### src/rtl/lvds_video_fmt_gen.sv
// Programmable panel timing generator with show-ahead pixel fetch, underflow tracking and 4x7 LVDS lane packing.
// Optional colour-bar source is compiled in only when TEST_PATTERN_EN is defined.
module lvds_video_fmt_gen #(
  parameter int H_ACTIVE    = 1024,
  parameter int H_FP        = 160,
  parameter int H_SYNC      = 20,
  parameter int H_BP        = 140,
  parameter int V_ACTIVE    = 600,
  parameter int V_FP        = 12,
  parameter int V_SYNC      = 3,
  parameter int V_BP        = 20,
  parameter int SYNC_POL    = 0,
  parameter int COLOR_DEPTH = 8
) (
  input  logic        clk,
  input  logic        rst,
  input  logic        map_sel,
  input  logic [7:0]  pix_r,
  input  logic [7:0]  pix_g,
  input  logic [7:0]  pix_b,
  input  logic        pix_valid,
  input  logic        pattern_en,
  output logic        pix_req,
  output logic        frame_start,
  output logic        de,
  output logic [27:0] tx_out,
  output logic        underflow,
  output logic [15:0] underflow_cnt
);

  localparam int H_TOTAL = H_ACTIVE + H_FP + H_SYNC + H_BP;
  localparam int V_TOTAL = V_ACTIVE + V_FP + V_SYNC + V_BP;
  localparam int HW      = $clog2(H_TOTAL + 1);
  localparam int VW      = $clog2(V_TOTAL + 1);

  localparam logic [HW-1:0] H_LAST     = HW'(H_TOTAL - 1);
  localparam logic [HW-1:0] H_ACT_N    = HW'(H_ACTIVE);
  localparam logic [HW-1:0] H_SYNC_BEG = HW'(H_ACTIVE + H_FP);
  localparam logic [HW-1:0] H_SYNC_END = HW'(H_ACTIVE + H_FP + H_SYNC);
  localparam logic [VW-1:0] V_LAST     = VW'(V_TOTAL - 1);
  localparam logic [VW-1:0] V_ACT_N    = VW'(V_ACTIVE);
  localparam logic [VW-1:0] V_SYNC_BEG = VW'(V_ACTIVE + V_FP);
  localparam logic [VW-1:0] V_SYNC_END = VW'(V_ACTIVE + V_FP + V_SYNC);

  localparam logic        SYNC_ON = (SYNC_POL != 0) ? 1'b1 : 1'b0;
  localparam logic [27:0] TX_RST  = {7'd0, 4'd0, ~SYNC_ON, ~SYNC_ON, 1'b0, 14'd0};

  logic            r_run;
  logic [HW-1:0]   r_h_cnt;
  logic [VW-1:0]   r_v_cnt;
  logic            r_map;
  logic            r_de;
  logic [27:0]     r_tx_out;
  logic            r_underflow;
  logic [15:0]     r_underflow_cnt;

  logic            w_act;
  logic            w_frame_start;
  logic            w_map;
  logic            w_pat;
  logic            w_fetch;
  logic            w_under;
  logic            w_hs_lvl;
  logic            w_vs_lvl;
  logic [23:0]     w_bar_rgb;
  logic [23:0]     w_rgb;
  logic [7:0]      w_r;
  logic [7:0]      w_g;
  logic [7:0]      w_b;
  logic [6:0]      w_lane0;
  logic [6:0]      w_lane1;
  logic [6:0]      w_lane2;
  logic [6:0]      w_lane3;

  // r_run holds everything idle for one clock after reset so the first request lands on a frame start
  assign w_act         = r_run & (r_h_cnt < H_ACT_N) & (r_v_cnt < V_ACT_N);
  assign w_frame_start = r_run & (r_h_cnt == {HW{1'b0}}) & (r_v_cnt == {VW{1'b0}});
  assign w_map         = w_frame_start ? map_sel : r_map;
  assign w_fetch       = w_act & ~w_pat;
  assign w_under       = w_fetch & ~pix_valid;
  assign w_hs_lvl      = ((r_h_cnt >= H_SYNC_BEG) && (r_h_cnt < H_SYNC_END)) ? SYNC_ON : ~SYNC_ON;
  assign w_vs_lvl      = ((r_v_cnt >= V_SYNC_BEG) && (r_v_cnt < V_SYNC_END)) ? SYNC_ON : ~SYNC_ON;

`ifdef TEST_PATTERN_EN
  logic            r_pat;
  logic            w_pat_lat;
  logic [HW+2:0]   w_h_x8;
  logic [2:0]      w_bar;

  assign w_pat_lat = w_frame_start ? pattern_en : r_pat;
  assign w_pat     = w_act & w_pat_lat;
  assign w_h_x8    = {r_h_cnt, 3'b000};
  assign w_bar     = 3'(w_h_x8 / (HW+3)'(H_ACTIVE));
  // Bar order white..black: red drops on bar[1], green on bar[2], blue on bar[0]
  assign w_bar_rgb = {{8{~w_bar[1]}}, {8{~w_bar[2]}}, {8{~w_bar[0]}}};

  // Pattern selection takes effect only on frame boundaries
  always_ff @(posedge clk or posedge rst) begin
    if (rst) begin
      r_pat <= 1'b0;
    end else begin
      r_pat <= w_pat_lat;
    end
  end
`else
  logic w_unused_pattern_en;

  assign w_pat               = 1'b0;
  assign w_bar_rgb           = 24'h000000;
  assign w_unused_pattern_en = pattern_en;
`endif

  // Raster counters: h wraps every line, v advances on each h wrap
  always_ff @(posedge clk or posedge rst) begin
    if (rst) begin
      r_run   <= 1'b0;
      r_h_cnt <= {HW{1'b0}};
      r_v_cnt <= {VW{1'b0}};
    end else if (!r_run) begin
      r_run   <= 1'b1;
    end else if (r_h_cnt == H_LAST) begin
      r_h_cnt <= {HW{1'b0}};
      if (r_v_cnt == V_LAST) begin
        r_v_cnt <= {VW{1'b0}};
      end else begin
        r_v_cnt <= r_v_cnt + VW'(1);
      end
    end else begin
      r_h_cnt <= r_h_cnt + HW'(1);
    end
  end

  // Pixel source: pattern, fetched pixel, or black on underflow / blanking
  always_comb begin
    w_rgb = 24'h000000;
    if (w_pat) begin
      w_rgb = w_bar_rgb;
    end else if (w_fetch && pix_valid) begin
      w_rgb = {pix_r, pix_g, pix_b};
    end else begin
      w_rgb = 24'h000000;
    end
  end

  assign w_r = w_rgb[23:16];
  assign w_g = w_rgb[15:8];
  assign w_b = w_rgb[7:0];

  // Lane packing; bit 6 of each lane is serialised first
  always_comb begin
    w_lane0 = 7'd0;
    w_lane1 = 7'd0;
    w_lane2 = 7'd0;
    w_lane3 = 7'd0;
    if (COLOR_DEPTH == 6) begin
      w_lane0 = {w_r[2], w_r[3], w_r[4], w_r[5], w_r[6], w_r[7], w_g[2]};
      w_lane1 = {w_g[3], w_g[4], w_g[5], w_g[6], w_g[7], w_b[2], w_b[3]};
      w_lane2 = {w_b[4], w_b[5], w_b[6], w_b[7], w_hs_lvl, w_vs_lvl, w_act};
      w_lane3 = 7'd0;
    end else if (w_map) begin
      w_lane0 = {w_r[2], w_r[3], w_r[4], w_r[5], w_r[6], w_r[7], w_g[2]};
      w_lane1 = {w_g[3], w_g[4], w_g[5], w_g[6], w_g[7], w_b[2], w_b[3]};
      w_lane2 = {w_b[4], w_b[5], w_b[6], w_b[7], w_hs_lvl, w_vs_lvl, w_act};
      w_lane3 = {w_r[0], w_r[1], w_g[0], w_g[1], w_b[0], w_b[1], 1'b0};
    end else begin
      w_lane0 = {w_r[0], w_r[1], w_r[2], w_r[3], w_r[4], w_r[5], w_g[0]};
      w_lane1 = {w_g[1], w_g[2], w_g[3], w_g[4], w_g[5], w_b[0], w_b[1]};
      w_lane2 = {w_b[2], w_b[3], w_b[4], w_b[5], w_hs_lvl, w_vs_lvl, w_act};
      w_lane3 = {w_r[6], w_r[7], w_g[6], w_g[7], w_b[6], w_b[7], 1'b0};
    end
  end

  // Output stage: one cycle behind the counters
  always_ff @(posedge clk or posedge rst) begin
    if (rst) begin
      r_de     <= 1'b0;
      r_tx_out <= TX_RST;
      r_map    <= 1'b0;
    end else begin
      r_de     <= w_act;
      r_tx_out <= {w_lane3, w_lane2, w_lane1, w_lane0};
      r_map    <= w_map;
    end
  end

  // Sticky underflow flag and saturating event counter
  always_ff @(posedge clk or posedge rst) begin
    if (rst) begin
      r_underflow     <= 1'b0;
      r_underflow_cnt <= 16'h0000;
    end else if (w_under) begin
      r_underflow <= 1'b1;
      if (r_underflow_cnt != 16'hFFFF) begin
        r_underflow_cnt <= r_underflow_cnt + 16'h0001;
      end
    end
  end

  assign pix_req       = w_fetch;
  assign frame_start   = w_frame_start;
  assign de            = r_de;
  assign tx_out        = r_tx_out;
  assign underflow     = r_underflow;
  assign underflow_cnt = r_underflow_cnt;

endmodule
### config.mk
export PLATFORM = sky130hd
export DESIGN_NAME = lvds_video_fmt_gen
export DESIGN_NICKNAME = d
export VERILOG_FILES = /design/src/rtl/lvds_video_fmt_gen.sv
export SDC_FILE = /design/constraint.sdc
export NUM_CORES = 1
export LEC_CHECK = 0
export BUFFER_PORTS_ARGS = -buffer_cell sky130_fd_sc_hd__buf_2
export CAP_MARGIN = 20
export CORE_AREA = 3 3 104 126
export DETAILED_ROUTE_END_ITERATION = 6
export DIE_AREA = 0 0 107 129
export HOLD_SLACK_MARGIN = 0.05
export MAX_ROUTING_LAYER = met4
export PLACE_DENSITY = 0.5
export SETUP_SLACK_MARGIN = 0.4
export SKIP_CTS_REPAIR_TIMING = 1
export SYNTH_ARGS = -nofsm -noshare
export SYNTH_HDL_FRONTEND = slang
export SYNTH_SLANG_ARGS = --single-unit
### constraint.sdc
create_clock -name clk -period 4.1 [get_ports clk]
set_clock_uncertainty 0.15 [all_clocks]
set_input_delay 1.025 -clock clk [delete_from_list [all_inputs] [get_ports clk]]
set_output_delay 1.025 -clock clk [all_outputs]
set_load 0.01 [all_outputs]
==> results by stage, run 1 <==
Run status:
- The flow ran to the end, and the final reports show no timing, DRC or antenna violations.

GRT:
- The largest net degree at the start of global routing is 51.
- Global routing finished with a remaining overflow of 0.
- The initial antenna violation count was 0.
- The global-route usage over all layers is 12.2%.
- The number of global-route vias before repair is 2520.
- The first global-routing pass estimated 12900 um of wire.

STA:
- In the final timing run, aggregate negative setup slack is 0 ns.
- Based on the critical path, the design can be clocked at up to 0.338 GHz.
- Dividing the final minimum period by the clock period gives 72.2%.
- The hold slack is 0.333 ns.
- Measured against its own limit, the worst slew margin works out to 42.0%.
- Setup repair after global routing left no endpoint under its margin.
- For the pin with the worst max-slew slack, the measured transition is 0.868 ns.
- The number of hold-slack violations in the final timing report is 0.
- The total count of max-transition violations in the final report is 0.
- The number of failing setup endpoints in the final timing report is 0.
- The time the worst path needs with I/O delays and setup is 2.96 ns.

Detailed routing:
- In this run the top signal layer used is met4.
- The DRC violations left is 0.
- The detailed-routed wire length on met2 is 3640 um.
- For this block, the via count after detailed routing is 2621.
- The average wire per cell in the routed design is 13.7 um.
- The pre-antenna-repair detailed-routing pass consisted of 4 iterations.
- The detailed router put a total of 3510 um of wire on met1.
- Once detail routing completed, the nets flagged for antenna violations numbered 0.
- After detailed routing, the total wire length is 7710 um.
- In the routed layout, each cell is associated on average with a via count of 4.66.
- The number of violations reported at the end of detailed-routing iteration 0 is 110.
- The amount of wire on met3 after detailed routing is 427 um.

Worst setup path:
- The maximum fanout encountered on the critical timing path is 4.
- The category of the worst setup path capture point is an output pin.
- The type of the worst setup path is flip-flop to output pin.
- At the worst endpoint, the arrival time is 1.79 ns.
- Data on the critical path is required at its endpoint by 2.92 ns.
- The type of element launching the critical path is a flip-flop.

Finish:
- The fraction of layout instances using a drive strength above 1 is 28.4%.
- The layout overhead on the synthesized area is 24.9%.
- For this run, the post-layout net count is 432.
- The number of antenna diodes in the final layout is 0.

Logic synthesis:
- After synthesis, the largest area contributor takes up 48.8% of total cell area.
- The netlist uses 49 different library cells.
- The synthesis-stage register bit count is 67.
- The cell type with the highest aggregate area in the netlist is sky130_fd_sc_hd__dfrtp_1.
- The number of nets handed over by synthesis was 360.
- The top flip-flop cell by instance count after synthesis is sky130_fd_sc_hd__dfrtp_1.
- The netlist area before placement is 3330 um2.
- During synthesis, Yosys emitted a total of 0 warnings.
- The number of enable-type register cells in the synthesized netlist is 0.
- After technology mapping, the gate count stands at 325.
- The per-instance average area after synthesis is 10.3 um2.
- After synthesis, the share of flip-flops with an asynchronous set or reset is 100%.
- The sequential element share of the synthesized area is 50.4%.
- Ranked by total cell area, the synthesized netlist is headed by sky130_fd_sc_hd__dfrtp_1 (49%), sky130_fd_sc_hd__or3b_1 (6.3%), sky130_fd_sc_hd__xnor2_1 (5.0%).

Placed design:
- The estimated wirelength of the detail-placed design is 5430 um.
- Routability-driven placement finished with a final weighted congestion of 0.808.
- The number of buffers added on ports is 74.

CTS:
- In this run the number of H-tree levels came out at 3.
- The clock passes through at most 2 buffers.
- After clock tree synthesis, the clock-pin slew on the worst setup and hold paths is 0.05 ns.
- Clock tree synthesis inserted a total of 9 buffers.
- The tree is rooted in a sky130_fd_sc_hd__clkbuf_16.
- The CTS tree is done.
- The count of clock tree sinks is 67.
- The insertion delay of the later-clocked pin in the worst-skew pair is 0.33 ns.

Floorplanning:
- The placeable core area is 12100 um2.
- The floorplan has 44 rows.
- In this run the count of I/O pins placed on the die edge is 77.
- The initial utilization of the core area, before any placement, comes to 27.6%.
- The height of the die is 129 um.
- The width of the die is 107 um.
- The die footprint is 13800 um2.

Power:
- The power density of the placed cells is 486 nW/um2.
- IR analysis of the VDD net gives a maximum drop of 0.000211 V.
- In this run the static leakage power is 0.00194 uW.

Run:
- The total of max-cap violations is 0.

Worst hold path:
- The worst min-delay path class is flip-flop to flip-flop.
[cell usage in the layout (no fill, tap or decap), types with 4 or more instances in the layout]
master | Yosys | routed
sky130_fd_sc_hd__or3b_1 | 24 | 24
sky130_fd_sc_hd__dfrtp_1 | 65 | 65
sky130_fd_sc_hd__and3_1 | 5 | 5
sky130_fd_sc_hd__nor2_1 | 15 | 15
sky130_fd_sc_hd__buf_2 | 3 | 74
sky130_fd_sc_hd__clkbuf_16 | 0 | 9
sky130_fd_sc_hd__xor2_1 | 4 | 4
sky130_fd_sc_hd__a21oi_1 | 27 | 27
sky130_fd_sc_hd__xnor2_1 | 19 | 19
sky130_fd_sc_hd__nand4_1 | 15 | 15
sky130_fd_sc_hd__nand2_1 | 23 | 23
sky130_fd_sc_hd__ha_1 | 6 | 6
sky130_fd_sc_hd__inv_1 | 8 | 7
sky130_fd_sc_hd__o21ai_0 | 33 | 33
sky130_fd_sc_hd__nand3_1 | 18 | 18
sky130_fd_sc_hd__buf_4 | 3 | 5
[kinds of logic after synthesis]
family          after synthesis  share of synthesized area, %
buf+inv                      28                          4.39
fa+ha+maj                     6                          2.25
simple gates                126                          24.2
mux                           4                          1.31
flops                        67                          50.4
other cells                   2                         0.225
xor+xnor                     23                          6.05
compound gates               69                          11.2
[power by group]
| group | internal [uW] | switching, uW |
|---|---|---|
| clock | 457 | 265 |
| sequential | 750 | 87.5 |
| combinational | 216 | 250 |
[critical path, stage by stage (launching register included)]
cell and delay [ns]:
sky130_fd_sc_hd__dfrtp_1 0.43, sky130_fd_sc_hd__inv_1 0.14, sky130_fd_sc_hd__ha_1 0.15, sky130_fd_sc_hd__nor4b_2 0.29
sky130_fd_sc_hd__nand4_1 0.17, sky130_fd_sc_hd__nor2_1 0.14, sky130_fd_sc_hd__buf_2 0.15
[metal layers]
metal  up-vias  global-route usage (%)
met2        61                    18.2
met5         -                       -
met1      1259                    15.5
met3        10                    3.76
met4         0                    4.82
li1       1291                       -
[sequential cells by signal, summed over array words and instances (netlist names)]
| register | count |
|---|---|
| underflow_cnt | 16 |
| r_h_cnt | 11 |
| r_v_cnt | 10 |
| r_map | 1 |
| r_run | 1 |
| underflow | 1 |
| tx_out | 27 |
[final timing paths]
kind                                        start                      endpoint  slack, ns  cells after the start
setup / recovery           r_v_cnt[0]$_DFFE_PP0P_                   frame_start       1.14                      6
hold / removal              underflow$_DFFE_PP0P_         underflow$_DFFE_PP0P_       0.33                      1
setup reg to reg           r_v_cnt[0]$_DFFE_PP0P_          tx_out[22]$_DFF_PP0_       1.42                      8
hold reg to reg             underflow$_DFFE_PP0P_         underflow$_DFFE_PP0P_       0.33                      1
max in group asynchronous                     rst          tx_out[20]$_DFF_PP0_       2.62                      4
min in group asynchronous                     rst  underflow_cnt[0]$_DFFE_PP0P_       0.48                      2
[layout make-up]
cell class	count	area [um2]
Sequential cell	67	1680
Clock buffer	14	274
Fill cell	1247	7890
Tap cell	161	201
Multi-Input combinational cell	230	1510
Clock inverter	2	10.0
Inverter	8	30.0
Timing Repair Buffer	81	455
[metrics by stage]
step | cells | setup WS (ns) | power [uW] | instance area [um2] | util (%)
finish | 563 | 1.14 | 2020 | 4160 | 34.5
global route | 563 | 0.949 | 2160 | 4160 | 34.5
CTS | 561 | 1.10 | 2030 | 4120 | 34.1
detailed placement | 545 | 1.19 | 1290 | 3830 | 31.8
global placement | 545 | 1.26 | 1280 | 3830 | 31.8
floorplan | 325 | 1.25 | 1150 | 3330 | -
[synthesized netlist by cell type (4+ instances only)]
master	instances
sky130_fd_sc_hd__a21oi_1	27
sky130_fd_sc_hd__and3_1	5
sky130_fd_sc_hd__clkbuf_1	7
sky130_fd_sc_hd__dfrtp_1	65
sky130_fd_sc_hd__ha_1	6
sky130_fd_sc_hd__inv_1	8
sky130_fd_sc_hd__nand2_1	23
sky130_fd_sc_hd__nand3_1	18
sky130_fd_sc_hd__nand4_1	15
sky130_fd_sc_hd__nor2_1	15
sky130_fd_sc_hd__o21ai_0	33
sky130_fd_sc_hd__or3b_1	24
sky130_fd_sc_hd__xnor2_1	19
sky130_fd_sc_hd__xor2_1	4
No activity file was read; power rests on OpenSTA's default activity.
==> run 2, diff against run 1 <==
clock period = 2.9 ns   (was 4.1 ns; I/O delays follow)
==> results by stage, run 2 (synthesized netlist as in run 1, its figures left out) <==
Run status:
- The flow ran to the end, and the final reports show no timing, DRC or antenna violations.

STA:
- The transition time at the pin with the least slew margin is 0.603 ns.
- Setup repair after global routing could not meet its margin everywhere.
- The worst slew margin relative to its limit is 59.7%.
- The total count of max-transition violations in the final report was 0.
- The number of hold-slack violations in the final timing report was 0.
- The post-route clock period utilization is 86.8%.
- Setup violations remaining at the end of the flow were counted as 0.
- For this run, the top clock speed supported by timing is 0.397 GHz.
- Setup total negative slack on the finished layout was measured at 0 ns.
- The time the worst path needs with I/O delays and setup is 2.52 ns.

Floorplanning:
- The total number of placement rows is 44.
- Once the floorplan was initialized, standard cells occupied 27.6% of the core.
- The die covers 13800 um2.
- The height of the die is 129 um.
- The width of the die is 107 um.
- After floorplanning, the core was sized to cover 12100 um2.
- The I/O pin count is 77.

Worst setup path:
- The data arrival at the endpoint of the critical path is 1.64 ns.
- The maximum fanout encountered on the critical timing path is 3.
- The category of the worst setup path capture point is an output pin.
- The type of the worst setup path is flip-flop to output pin.
- The required arrival time at the worst endpoint is 2.03 ns.
- The type of element launching the critical path is a flip-flop.

CTS:
- The CTS tree is done.
- In this run the number of H-tree levels came out at 3.
- The number of buffers created by CTS is 9.
- The clock transition time at the flip-flop clock pins of the worst setup and hold paths is 0.06 ns.
- The count of clock tree sinks is 67.
- The tree is rooted in a sky130_fd_sc_hd__clkbuf_16.
- The clock passes through at most 2 buffers.
- For the worst-skew pair, the clock arrives at the later sink with an insertion delay of 0.33 ns.

Finish:
- In the layout the commonest cells are sky130_fd_sc_hd__buf_2 (74), sky130_fd_sc_hd__dfrtp_1 (58), sky130_fd_sc_hd__o21ai_0 (33).
- The most frequent standard cell in the layout excluding fill and tap cells is sky130_fd_sc_hd__buf_2.
- In the final design database the tool counted 438 nets.
- The multi-input gate area in the final layout is 1570 um2.
- The finished layout cell area is 4290 um2.
- Summing all flip-flop and latch instances after layout gives 1690 um2.
- The register with the most flip-flops in the layout has 27 of them.
- The post-route netlist has 33.8% of its cells at a drive strength greater than 1.
- The number of filler cells placed in the layout is 1223.
- The number of antenna diodes in the final layout is 0.
- The layout overhead on the synthesized area is 28.6%.

Detailed routing:
- Once detail routing completed, the nets flagged for antenna violations numbered 0.
- The via count is 2650.
- The first detailed-routing pass ran for 4 iterations.
- Dividing the detail-routed via count by the number of cells gives 4.66.
- The number of violations reported at the end of detailed-routing iteration 0 is 105.
- Wires add up to 7670 um.
- After detailed routing, the average wire length per cell comes to 13.5 um.
- The DRC violations left is 0.

GRT:
- The first global-routing pass estimated 12900 um of wire.
- The total grt overflow is 0.
- Global routing used 12.2% of the available tracks.
- The number of global-route vias before repair is 2536.
- The largest net degree at the start of global routing is 50.
- The initial antenna violation count came to 0.

Placed design:
- Summing all placed instances gives a cell area of 3860 um2.
- The congestion estimate from routability-driven global placement came to 0.780.
- After legalization and detailed placement, the total HPWL measured 5420 um.
- The number of buffers added on ports is 74.

Power:
- In this run the power density over the cells is 691 nW/um2.
- IR analysis of the VDD net gives a maximum drop of 0.000332 V.
- The standby leakage power is 0.00198 uW.

Worst hold path:
- The worst hold path belongs to the class input port to async pin.

Run:
- Across the run, the number of max-cap violations was 0.
## run 2: power by group
| group | internal (uW) | switching (uW) |
|---|---|---|
| Sequential | 1060 | 122 |
| Combinational | 294 | 354 |
| Clock | 732 | 396 |
| Total | 2090 | 873 |
## run 2: routing by layer
metal	GRT usage (%)	wire (um)	share of wire (%)	vias up
met3	2.61	308	4.0	12
met5	-	0	0	-
met2	18.2	3580	47	60
li1	-	-	-	1311
met1	15.7	3620	47	1267
met4	5.79	170	2.2	0
## run 2: worst paths after layout
path / startpoint / end / slack, ns / depth (start not counted)
worst max-delay path: r_v_cnt[0]$_DFFE_PP0P_ / frame_start / 0.38 / 6
worst min-delay path: rst / underflow_cnt[8]$_DFFE_PP0P_ / 0.31 / 2
worst max register to register: r_h_cnt[7]$_DFFE_PP0P_ / r_v_cnt[9]$_DFFE_PP0P_ / 0.58 / 6
worst min register to register: underflow$_DFFE_PP0P_ / underflow$_DFFE_PP0P_ / 0.33 / 1
max in group asynchronous: rst / tx_out[16]$_DFF_PP1_ / 1.61 / 3
min in group clk: underflow$_DFFE_PP0P_ / underflow$_DFFE_PP0P_ / 0.33 / 1
## run 2: metrics by stage
step	hold WS (ns)	power [uW]	setup WS, ns	instances	util [%]
CTS	0.329	2980	0.214	563	34.6
global route	0.353	3150	0.333	569	35.5
floorplan	0.351	1630	0.824	325	-
global placement	0.308	1820	0.570	547	32.0
finish	0.313	2960	0.382	569	35.5
detailed placement	0.318	1830	0.550	547	32.0
## run 2: area by class of cell
type / count / share of cell area [%]
Clock buffer: 12 / 6.22
Clock inverter: 4 / 1.11
Inverter: 8 / 0.847
Multi-Input combinational cell: 230 / 36.5
Sequential cell: 67 / 39.4
Tap cell: 161 / 4.70
Timing Repair Buffer: 87 / 11.2
## run 2: worst max-delay path: stages (launching register included)
cell                      delay, ns
sky130_fd_sc_hd__dfrtp_2       0.42
sky130_fd_sc_hd__inv_4         0.07
sky130_fd_sc_hd__ha_4          0.12
sky130_fd_sc_hd__nor4b_4       0.20
sky130_fd_sc_hd__nand4_1       0.15
sky130_fd_sc_hd__nor2_1        0.18
sky130_fd_sc_hd__buf_2         0.17
==> run 3, diff against run 2 <==
CORE_AREA = 3 3 76 93   (was 3 3 104 126)
DIE_AREA = 0 0 79 96   (was 0 0 107 129)
PLACE_DENSITY = 0.82   (was 0.5)
==> results by stage, run 3 (synthesized netlist as in run 1, its figures left out) <==
Finish:
- The net count reported at finish is 441.
- The number of flip-flops under the largest register name is 27.
- The layout overhead on the synthesized area is 23.7%.
- The number of filler cells placed in the layout is 511.
- The sequential cell area is 1680 um2.
- 0 antenna diodes ended up in the layout.
- The fraction of layout instances using a drive strength above 1 is 32.6%.
- The top cell types in the final layout, fill and taps aside, are sky130_fd_sc_hd__buf_2 (74), sky130_fd_sc_hd__dfrtp_1 (62), sky130_fd_sc_hd__o21ai_0 (33).
- The multi-input gate area in the final layout is 1550 um2.
- Leaving out fill and tap cells, the most frequent cell in the layout is sky130_fd_sc_hd__buf_2.

Placed design:
- The wire-length estimate of the detail-placed layout is 5160 um.
- Routability-driven placement finished with a final weighted congestion of 0.831.
- Input and output buffers added on the ports amount to 74.

Detailed routing:
- The DRC violations left is 0.
- After detailed routing, the total wire length is 7370 um.
- The first detailed-routing pass took 5 iterations.
- Summing over every cut layer, the via total after detailed routing is 2735.
- In this run the remaining antenna-violating nets after routing total 0.
- Dividing the detail-routed wire length by the instance count gives 14.9 um.
- In the routed layout, each cell is associated on average with a via count of 5.51.
- After the first detailed-routing iteration, the DRC count stood at 196.

STA:
- Summed over all failing endpoints, the final setup total negative slack is 0 ns.
- The number of failing setup endpoints in the final timing report is 0.
- The total count of max-transition violations in the final report is 0.
- In this run the tightest slew margin relative to its limit is 43.7%.
- The peak clock frequency supported by timing is 0.386 GHz.
- The routed design could run at a clock period as short as 2.59 ns.
- The post-route clock period utilization is 89.3%.
- The hold slack is 0.343 ns.
- Setup repair after global routing could not meet its margin everywhere.
- At the pin with the least slew margin, the transition time is 0.842 ns.
- The number of hold-slack violations in the final timing report is 0.

Run status:
- The flow ran to the end, and the final reports show no timing, DRC or antenna violations.

Floorplanning:
- The placeable core area is 6330 um2.
- The die footprint is 7580 um2.
- In this run the count of I/O pins placed on the die edge is 77.
- The height of the die is 96 um.
- The width of the die is 79 um.
- The initial utilization of the core area, before any placement, comes to 52.7%.
- Row generation in the floorplan step produced 32 rows.

Worst setup path:
- The peak per-stage delay on the critical path is 0.44 ns.
- Data on the critical path is required at its endpoint by 2.03 ns.
- The critical path is of the flip-flop to output pin type.
- Of all nets on the critical path, the largest fanout is 4.
- On the critical path, the stage with the largest delay is an instance of sky130_fd_sc_hd__dfrtp_2.
- The data arrival at the endpoint of the critical path is 1.71 ns.
- The category of the worst setup path capture point is an output pin.
- The worst setup path is launched from a flip-flop.
- Traced cell by cell, the critical path runs through inv_2 > ha_4 > nor4b_4 > nand4_1 > nor2_2 > buf_2.

Run:
- The tool flagged a number of max-cap violations equal to 0.

Power:
- The combinational power share is 23.5%.
- Summed over all nets, the switching power comes to 834 uW.
- The internal power is 1950 uW.
- For this design the ratio of total power to cell area is 675 nW/um2.
- In this run, the clock network consumes 34.2% of the power.
- The relative contribution of sequential cells to total power is 42.3%.
- For this design the static power due to leakage is 0.00197 uW.
- The switching share of power is 29.9%.
- The worst IR drop on VDD is 0.000447 V.

GRT:
- The total grt overflow is 0.
- The initial antenna violation count is 0.
- Entering global routing, the biggest net connects 50 pins.
- In the global route stage, overall resource usage came out at 20.1%.
- The number of global-route vias before repair came to 2631.
- The first global-routing pass estimated 11700 um of wire.

CTS:
- CTS saw 67 sinks.
- The insertion delay of the later-clocked pin in the worst-skew pair is 0.34 ns.
- TritonCTS built the clock tree.
- The maximum count of clock buffers along a single path is 2.
- The number of buffers created by CTS is 9.
- The H-tree was split into 3 levels.
- The clock tree root driver cell is sky130_fd_sc_hd__clkbuf_8.
- Clock-pin slew was measured on the worst setup and hold paths at 0.08 ns.

Worst hold path:
- The min-delay analysis places its worst path in the category flip-flop to flip-flop.
run 3: changes by cell type in the layout (fill, tap and decap cells not counted), sizes merged:
cell and change:
buf +3, bufinv +2, clkinv +1, clkbuf -2, clkinvlp -1
run 3: path summary, 6_finish.rpt:
| check | cells after the start | endpoint | start | slack (ns) |
|---|---|---|---|---|
| worst max register to register | 9 | tx_out[20]$_DFF_PP0_ | r_v_cnt[1]$_DFFE_PP0P_ | 0.50 |
| min in group asynchronous | 2 | tx_out[1]$_DFF_PP0_ | rst | 0.35 |
| worst max-delay path | 6 | frame_start | r_v_cnt[1]$_DFFE_PP0P_ | 0.31 |
| max in group asynchronous | 3 | tx_out[15]$_DFF_PP1_ | rst | 1.56 |
| worst min-delay path | 1 | underflow$_DFFE_PP0P_ | underflow$_DFFE_PP0P_ | 0.34 |
| worst min register to register | 1 | underflow$_DFFE_PP0P_ | underflow$_DFFE_PP0P_ | 0.34 |
run 3: final cells by class:
cell class / count / share of cell area [%]
Sequential cell: 67 / 40.8
Multi-Input combinational cell: 230 / 37.6
Timing Repair Buffer: 90 / 12.0
Clock buffer: 10 / 3.34
Clock inverter: 6 / 2.73
Tap cell: 85 / 2.58
Inverter: 8 / 0.880
run 3: power groups by stage:
stage | Sequential (uW) | Combinational, uW | Clock (uW)
after floorplan | 1210 | 425 | 0
after global placement | 1190 | 598 | 0
after detailed placement | 1190 | 624 | 0
after CTS | 1170 | 630 | 968
after global routing | 1200 | 729 | 1010
final | 1180 | 654 | 953
run 3: metrics by stage:
stage	cells	setup WS [ns]	util [%]	instance area [um2]	total power, uW
floorplan	325	0.824	-	3340	1630
global placement	472	0.519	59.5	3760	1790
global route	496	0.245	65.2	4120	2930
detailed placement	472	0.479	59.5	3760	1820
finish	496	0.311	65.2	4120	2780
CTS	488	0.169	63.4	4010	2770
run 3: critical path: cells and delay by family, from the launching register on:
kind,cells,cell delay (ns)
and+or+nand+nor,3,0.57
DFF,1,0.44
adders and majority gates,1,0.13
buffers and inverters,2,0.24
run 3: layer usage:
metal | vias up | track usage, % | share of wire (%)
met2 | 84 | 32.7 | 51
met1 | 1325 | 25.1 | 42
met5 | - | - | 0
met3 | 8 | 3.18 | 5.8
li1 | 1318 | - | -
met4 | 0 | 8.88 | 0.95
